===== config.mk =====
export PLATFORM = sky130hd
export DESIGN_NAME = led_mode_ctrl_flat
export DESIGN_NICKNAME = d
export VERILOG_FILES = /design/src/rtl/led_pkg.sv /design/src/rtl/led_mode_ctrl_if.sv /design/src/rtl/led_mode_ctrl_key_debounce.sv /design/src/rtl/led_mode_ctrl.sv /design/src/flat_wrapper.sv
export SDC_FILE = /design/constraint.sdc
export NUM_CORES = 1
export LEC_CHECK = 0
export BUFFER_PORTS_ARGS = -buffer_cell sky130_fd_sc_hd__clkbuf_2
export CAP_MARGIN = 20
export CORE_MARGIN = 1.5
export CORE_UTILIZATION = 25
export DETAILED_ROUTE_END_ITERATION = 6
export GPL_TIMING_DRIVEN = 1
export PLACE_DENSITY = 0.42
export RECOVER_POWER = 50
export SYNTH_ARGS = -nofsm -noshare
export SYNTH_HDL_FRONTEND = slang
export SYNTH_SLANG_ARGS = --single-unit

===== constraint.sdc =====
create_clock -name clk -period 5 [get_ports clk]
set_input_delay 1 -clock clk [delete_from_list [all_inputs] [get_ports clk]]
set_output_delay 1 -clock clk [all_outputs]
set_load 0.01 [all_outputs]

===== src/rtl/led_pkg.sv =====
// Shared mode constants and debounce state encoding for the LED mode controller.
package led_pkg;

   localparam logic [1:0] MODE_RUN_DN = 2'd0;
   localparam logic [1:0] MODE_RUN_UP = 2'd1;
   localparam logic [1:0] MODE_FILL   = 2'd2;
   localparam logic [1:0] MODE_DRAIN  = 2'd3;

   typedef enum logic [1:0] {
      IDLE,
      PRESS_WAIT,
      HELD,
      RELEASE_WAIT
   } deb_state_t;

   // Next mode in the button/auto stepping order; 3 wraps to 0.
   function automatic logic [1:0] mode_step(input logic [1:0] mode);
      return mode + 2'd1;
   endfunction

endpackage


===== src/rtl/led_mode_ctrl_if.sv =====
// Host mode-set command port: valid/ready handshake carrying the requested mode.
interface led_mode_ctrl_if;

   logic       cmd_valid;
   logic [1:0] cmd_mode;
   logic       cmd_ready;

   modport master (
      output cmd_valid,
      output cmd_mode,
      input  cmd_ready
   );

   modport slave (
      input  cmd_valid,
      input  cmd_mode,
      output cmd_ready
   );

endinterface


===== src/rtl/led_mode_ctrl_key_debounce.sv =====
// Push-button synchronizer and debounce FSM; emits one key_evt pulse per accepted press.
module key_debounce
   import led_pkg::*;
#(
   parameter int DEB_CYCLES = 800_000
) (
   input  logic clk,
   input  logic rst_n,
   input  logic key_n,
   output logic key_evt
);

   localparam int CW = (DEB_CYCLES > 1) ? $clog2(DEB_CYCLES) : 1;
   localparam logic [CW-1:0] CNT_MAX = CW'(DEB_CYCLES - 1);

   logic          sync1_reg;
   logic          sync2_reg;
   deb_state_t    state_reg;
   deb_state_t    state_next;
   logic [CW-1:0] cnt_reg;
   logic [CW-1:0] cnt_next;
   logic          key_evt_reg;
   logic          key_evt_next;
   logic          key_low;

   assign key_low = ~sync2_reg;
   assign key_evt = key_evt_reg;

   always_ff @(posedge clk) begin
      if (!rst_n) begin
         sync1_reg   <= 1'b1;
         sync2_reg   <= 1'b1;
         state_reg   <= IDLE;
         cnt_reg     <= '0;
         key_evt_reg <= 1'b0;
      end else begin
         sync1_reg   <= key_n;
         sync2_reg   <= sync1_reg;
         state_reg   <= state_next;
         cnt_reg     <= cnt_next;
         key_evt_reg <= key_evt_next;
      end
   end

   // The counter only advances below CNT_MAX, so it can never wrap.
   always_comb begin
      state_next   = state_reg;
      cnt_next     = cnt_reg;
      key_evt_next = 1'b0;
      case (state_reg)
         IDLE: begin
            cnt_next = '0;
            if (key_low) state_next = PRESS_WAIT;
         end
         PRESS_WAIT: begin
            if (!key_low) begin
               state_next = IDLE;
               cnt_next   = '0;
            end else if (cnt_reg == CNT_MAX) begin
               state_next   = HELD;
               cnt_next     = '0;
               key_evt_next = 1'b1;
            end else begin
               cnt_next = cnt_reg + CW'(1);
            end
         end
         HELD: begin
            cnt_next = '0;
            if (!key_low) state_next = RELEASE_WAIT;
         end
         RELEASE_WAIT: begin
            if (key_low) begin
               state_next = HELD;
               cnt_next   = '0;
            end else if (cnt_reg == CNT_MAX) begin
               state_next = IDLE;
               cnt_next   = '0;
            end else begin
               cnt_next = cnt_reg + CW'(1);
            end
         end
         default: begin
            state_next = IDLE;
            cnt_next   = '0;
         end
      endcase
   end

endmodule


===== src/rtl/led_mode_ctrl.sv =====
// Owner of the pattern engine's ctrl mode: arbitrates key, host and auto-cycle changes.
// Auto-cycle dwell timer is built only when LED_AUTO_CYCLE_EN is defined.
module led_mode_ctrl
   import led_pkg::*;
#(
   parameter int DEB_CYCLES  = 800_000,
   parameter int AUTO_CYCLES = 200_000_000
) (
   input  logic                  clk,
   input  logic                  rst_n,
   input  logic                  key_n,
   led_mode_ctrl_if.slave        cmd,
   input  logic                  auto_en,
   output logic [1:0]            ctrl,
   output logic                  ctrl_chg
);

   logic       key_evt;
   logic       ready_en_reg;
   logic       accept;
   logic       auto_tick;
   logic [1:0] ctrl_reg;
   logic [1:0] ctrl_next;
   logic       ctrl_chg_reg;
   logic       ctrl_chg_next;

   key_debounce #(
      .DEB_CYCLES (DEB_CYCLES)
   ) u_key_debounce (
      .clk     (clk),
      .rst_n   (rst_n),
      .key_n   (key_n),
      .key_evt (key_evt)
   );

   // A key event owns its cycle; the host simply retries on the next one.
   assign cmd.cmd_ready = ready_en_reg & ~key_evt;
   assign accept        = cmd.cmd_valid & cmd.cmd_ready;
   assign ctrl          = ctrl_reg;
   assign ctrl_chg      = ctrl_chg_reg;

`ifdef LED_AUTO_CYCLE_EN
   localparam int AW = (AUTO_CYCLES > 1) ? $clog2(AUTO_CYCLES) : 1;
   localparam logic [AW-1:0] DWELL_MAX = AW'(AUTO_CYCLES - 1);

   logic [AW-1:0] dwell_reg;

   assign auto_tick = auto_en & (dwell_reg == DWELL_MAX);

   // Any applied change restarts the dwell, so a dropped tick also restarts it.
   always_ff @(posedge clk) begin
      if (!rst_n) begin
         dwell_reg <= '0;
      end else if (ctrl_chg_next || !auto_en) begin
         dwell_reg <= '0;
      end else begin
         dwell_reg <= dwell_reg + AW'(1);
      end
   end
`else
   logic unused_auto_en;

   assign unused_auto_en = auto_en;
   assign auto_tick      = 1'b0;
`endif

   always_comb begin
      ctrl_next     = ctrl_reg;
      ctrl_chg_next = 1'b0;
      if (key_evt) begin
         ctrl_next     = mode_step(ctrl_reg);
         ctrl_chg_next = 1'b1;
      end else if (accept) begin
         ctrl_next     = cmd.cmd_mode;
         ctrl_chg_next = 1'b1;
      end else if (auto_tick) begin
         ctrl_next     = mode_step(ctrl_reg);
         ctrl_chg_next = 1'b1;
      end
   end

   always_ff @(posedge clk) begin
      if (!rst_n) begin
         ready_en_reg <= 1'b0;
         ctrl_reg     <= MODE_RUN_DN;
         ctrl_chg_reg <= 1'b0;
      end else begin
         ready_en_reg <= 1'b1;
         ctrl_reg     <= ctrl_next;
         ctrl_chg_reg <= ctrl_chg_next;
      end
   end

endmodule


===== src/flat_wrapper.sv =====
// flat-port wrapper written by rule: the top's interface ports become plain ports
module led_mode_ctrl_flat import led_pkg::*;
#(
   parameter int DEB_CYCLES  = 800_000,
   parameter int AUTO_CYCLES = 200_000_000
)
  (clk, rst_n, key_n, auto_en, ctrl, ctrl_chg, cmd_cmd_valid, cmd_cmd_mode, cmd_cmd_ready);
  led_mode_ctrl_if cmd_i ();
  input  logic clk;
  input  logic rst_n;
  input  logic key_n;
  input  logic auto_en;
  output logic [1:0] ctrl;
  output logic ctrl_chg;
  input wire logic [$bits(cmd_i.cmd_valid)-1:0] cmd_cmd_valid;
  input wire logic [$bits(cmd_i.cmd_mode)-1:0] cmd_cmd_mode;
  output wire logic [$bits(cmd_i.cmd_ready)-1:0] cmd_cmd_ready;
  assign cmd_i.cmd_valid = cmd_cmd_valid;
  assign cmd_i.cmd_mode = cmd_cmd_mode;
  assign cmd_cmd_ready = cmd_i.cmd_ready;
  led_mode_ctrl #(.DEB_CYCLES(DEB_CYCLES), .AUTO_CYCLES(AUTO_CYCLES)) u_core (.clk(clk), .rst_n(rst_n), .key_n(key_n), .cmd(cmd_i), .auto_en(auto_en), .ctrl(ctrl), .ctrl_chg(ctrl_chg));
endmodule

==> results.sh <==
export IMPL_worstSetupStartpoint="u_core.u_key_debounce.cnt_reg[0]"
export IMPL_pwr_share_clk_pct=50.1
export IMPL_fin_cells=225
export IMPL_post_drt_wl_per_cell_um=10.4
export IMPL_syn_cell_area_um2=1250
export IMPL_synth_seq_cells=29
export IMPL_p_total_w=0.000491
export IMPL_routed_via_density=4.48
export IMPL_drc=0
export IMPL_num_vias=1008
export IMPL_regToRegStartpoint="u_core.u_key_debounce.cnt_reg[0]"
export IMPL_grt_pass1_vias=914
export IMPL_ios=11
export IMPL_combPwrFrac_pct=1.9
export IMPL_syn_inst=142
export IMPL_status="complete, but fails checks"
export IMPL_worstMarginPinSlew_ns=1.48
export IMPL_root_buffer="clkbuf_8"
export IMPL_yosysUniqueCellTypes=29
export IMPL_final_setup_viol_count=0
export IMPL_drt_pass1_iter_count=4
export IMPL_slew_viol_final=0
export IMPL_wl_mm=2.35
export IMPL_io_buffers=9
export IMPL_fin_area_um2=1470
export IMPL_clockBufferDepth=2
export IMPL_antenna_found_initial=0
export IMPL_cp_required_ns=5.10
export IMPL_min_period_ns=2.91
export IMPL_violations="max-capacitance violations"
export IMPL_p_leak_nw=0.432
export IMPL_nets=165
export IMPL_critPathMaxFanout=19
export IMPL_start_util_pct=26.2
export IMPL_crit_path_start_kind="flop"
export IMPL_seqPwrFrac_pct=47.9
export IMPL_hold_slack_ns=0.408
export IMPL_post_route_period_util_pct=58.3
export IMPL_reg2reg_slack_ns=2.09
export IMPL_crit_end="u_core.u_key_debounce.cnt_reg[9]"
export IMPL_cts_setup_buffers=0
export IMPL_placed_area_um2=1370
export IMPL_postSynth_asyncResetShare_pct=0
export IMPL_powerDensity_nw_per_um2=335
export IMPL_hp_class="flop to flop"
export IMPL_drtIter0Drc=49
export IMPL_rsz0062_at_grt="no"
export IMPL_synth_edf_count=0
export IMPL_diodes=0
export IMPL_final_cell_mix="dfxtp_1, nor2_1, xnor2_1"
export IMPL_placementRows=25
export IMPL_yosysWarnings=0
export IMPL_path_class="flop to flop"
export IMPL_final_common_cell="dfxtp_1"
export IMPL_dp_cells=217
export IMPL_ctsResizeCount=0
export IMPL_largest_reg_flops=20
export IMPL_ir_worst_vdd_mv=0.143
export IMPL_cts_max_level=2
export IMPL_drive_gt1_share_pct=8.23
export IMPL_finClkSkew_ns=0.00689
export IMPL_slew_headroom_pct=1.25
export IMPL_postCtsHoldBufs=0
export IMPL_cts_tree="yes"
export IMPL_tns_ns=0
export IMPL_gp_congestion=0.700
export IMPL_clock_sinks=29
export IMPL_coreArea_um2=4790
export IMPL_worstRegToRegCells=5
export IMPL_grt_first_pass_wirelength_mm=4.06
export IMPL_cp_arrival_ns=3.02
export IMPL_die_h_um=73.9
export IMPL_syn_nets=150
export IMPL_drv_cap=1
export IMPL_ant_nets=0
export IMPL_grt_overflow_total=0
export IMPL_dieArea_um2=5450
export IMPL_grt_max_degree=20
export IMPL_p_sw_share_pct=18.5
export IMPL_end_kind="flop"
export IMPL_path_clk_slew_ns=0.06
export IMPL_hold_viol=0
export IMPL_reg2reg_to="u_core.u_key_debounce.cnt_reg[9]"
export IMPL_synth_top_flop_cell="dfxtp_1"
export IMPL_yosysSeqAreaShare_pct=46.3
export IMPL_p_sw_w=0.0000910
export IMPL_cts_buffers=5
export IMPL_fmax_mhz=343
export IMPL_insertion_delay_ns=0.27
export IMPL_grt_use_total_pct=9.97
export IMPL_syn_area_per_cell_um2=8.84
export IMPL_die_w_um=73.9
export IMPL_intPower_w=0.000400
export IMPL_dpl_hpwl_mm=1.66
export IMPL_area_growth_pct=16.8
-- synthesized netlist by cell type (all sizes together) (3+ instances only) --
cell | number | area, um2
and3 | 3 | 18.8
o21ai | 4 | 20.0
nand3 | 9 | 45.0
nor3 | 7 | 35.0
nand4 | 6 | 43.8
xor2 | 3 | 26.3
nor2b | 3 | 18.8
nand2 | 11 | 41.3
inv | 5 | 18.8
nor2 | 23 | 86.3
dfxtp | 29 | 581
a21oi | 6 | 30.0
nor4 | 3 | 18.8
or3 | 3 | 23.8
xnor2 | 13 | 114
-- logic make-up (layout without fill, tap and decap cells) --
logic type	after synthesis	after routing	synth area share (%)
buffers and inverters	6	22	2.39
DFF	29	29	46.3
xor gates and xnor gates	16	16	11.2
adders and majority gates	1	1	0.997
AOI/OAI and AO/OA	15	15	8.28
and+or+nand+nor	75	75	30.9
-- worst min-delay path by stage --
stage	from	to	slack [ns]	cells past startpoint
6_report	u_core.u_key_debounce.sync1_reg	u_core.u_key_debounce.sync2_reg	0.41	1
4_1_cts	u_core.u_key_debounce.sync1_reg	u_core.u_key_debounce.sync2_reg	0.41	1
3_5_place_dp	u_core.u_key_debounce.sync1_reg	u_core.u_key_debounce.sync2_reg	0.40	1
5_1_grt	u_core.u_key_debounce.sync1_reg	u_core.u_key_debounce.sync2_reg	0.41	1
3_3_place_gp	u_core.u_key_debounce.sync1_reg	u_core.u_key_debounce.sync2_reg	0.40	1
2_1_floorplan	u_core.u_key_debounce.sync1_reg	u_core.u_key_debounce.sync2_reg	0.39	1
-- layout make-up --
type | instances | area (um2)
Fill cell | 517 | 3320
Multi-Input combinational cell | 107 | 628
Sequential cell | 29 | 581
Clock buffer | 7 | 86.3
Tap cell | 67 | 83.8
Timing Repair Buffer | 9 | 37.5
Clock inverter | 1 | 30.0
Inverter | 5 | 18.8
-- critical path, stage by stage (launching register included) --
cell	delay, ns
dfxtp_1	0.40
ha_1	0.23
nand4_1	0.32
or3_1	0.52
o21bai_1	1.15
nor2_1	0.11
-- metal layers --
layer / routed length [um] / GRT usage, %
met5: 0 / 0
met4: 36 / 5.56
met3: 111 / 4.12
met2: 1030 / 15.1
met1: 1160 / 11.8
-- power by group through the flow --
stage	Sequential, W	Combinational (W)	Clock [W]
detailed placement	0.000241	0.0000104	0
global placement	0.000241	0.0000101	0
floorplan	0.000241	0.00000463	0
CTS	0.000235	0.0000104	0.000253
finish	0.000236	0.00000956	0.000246
global route	0.000236	0.0000108	0.000264
-- metrics by stage --
step           utilization [%]  setup WS (ns)
2_1_floorplan                -           3.21
3_3_place_gp              28.7           2.85
3_5_place_dp              28.7           2.84
4_1_cts                   31.1           2.82
5_1_grt                   30.6           1.80
6_report                  30.6           2.09
Note: power is estimated with default switching activity, not from simulation.
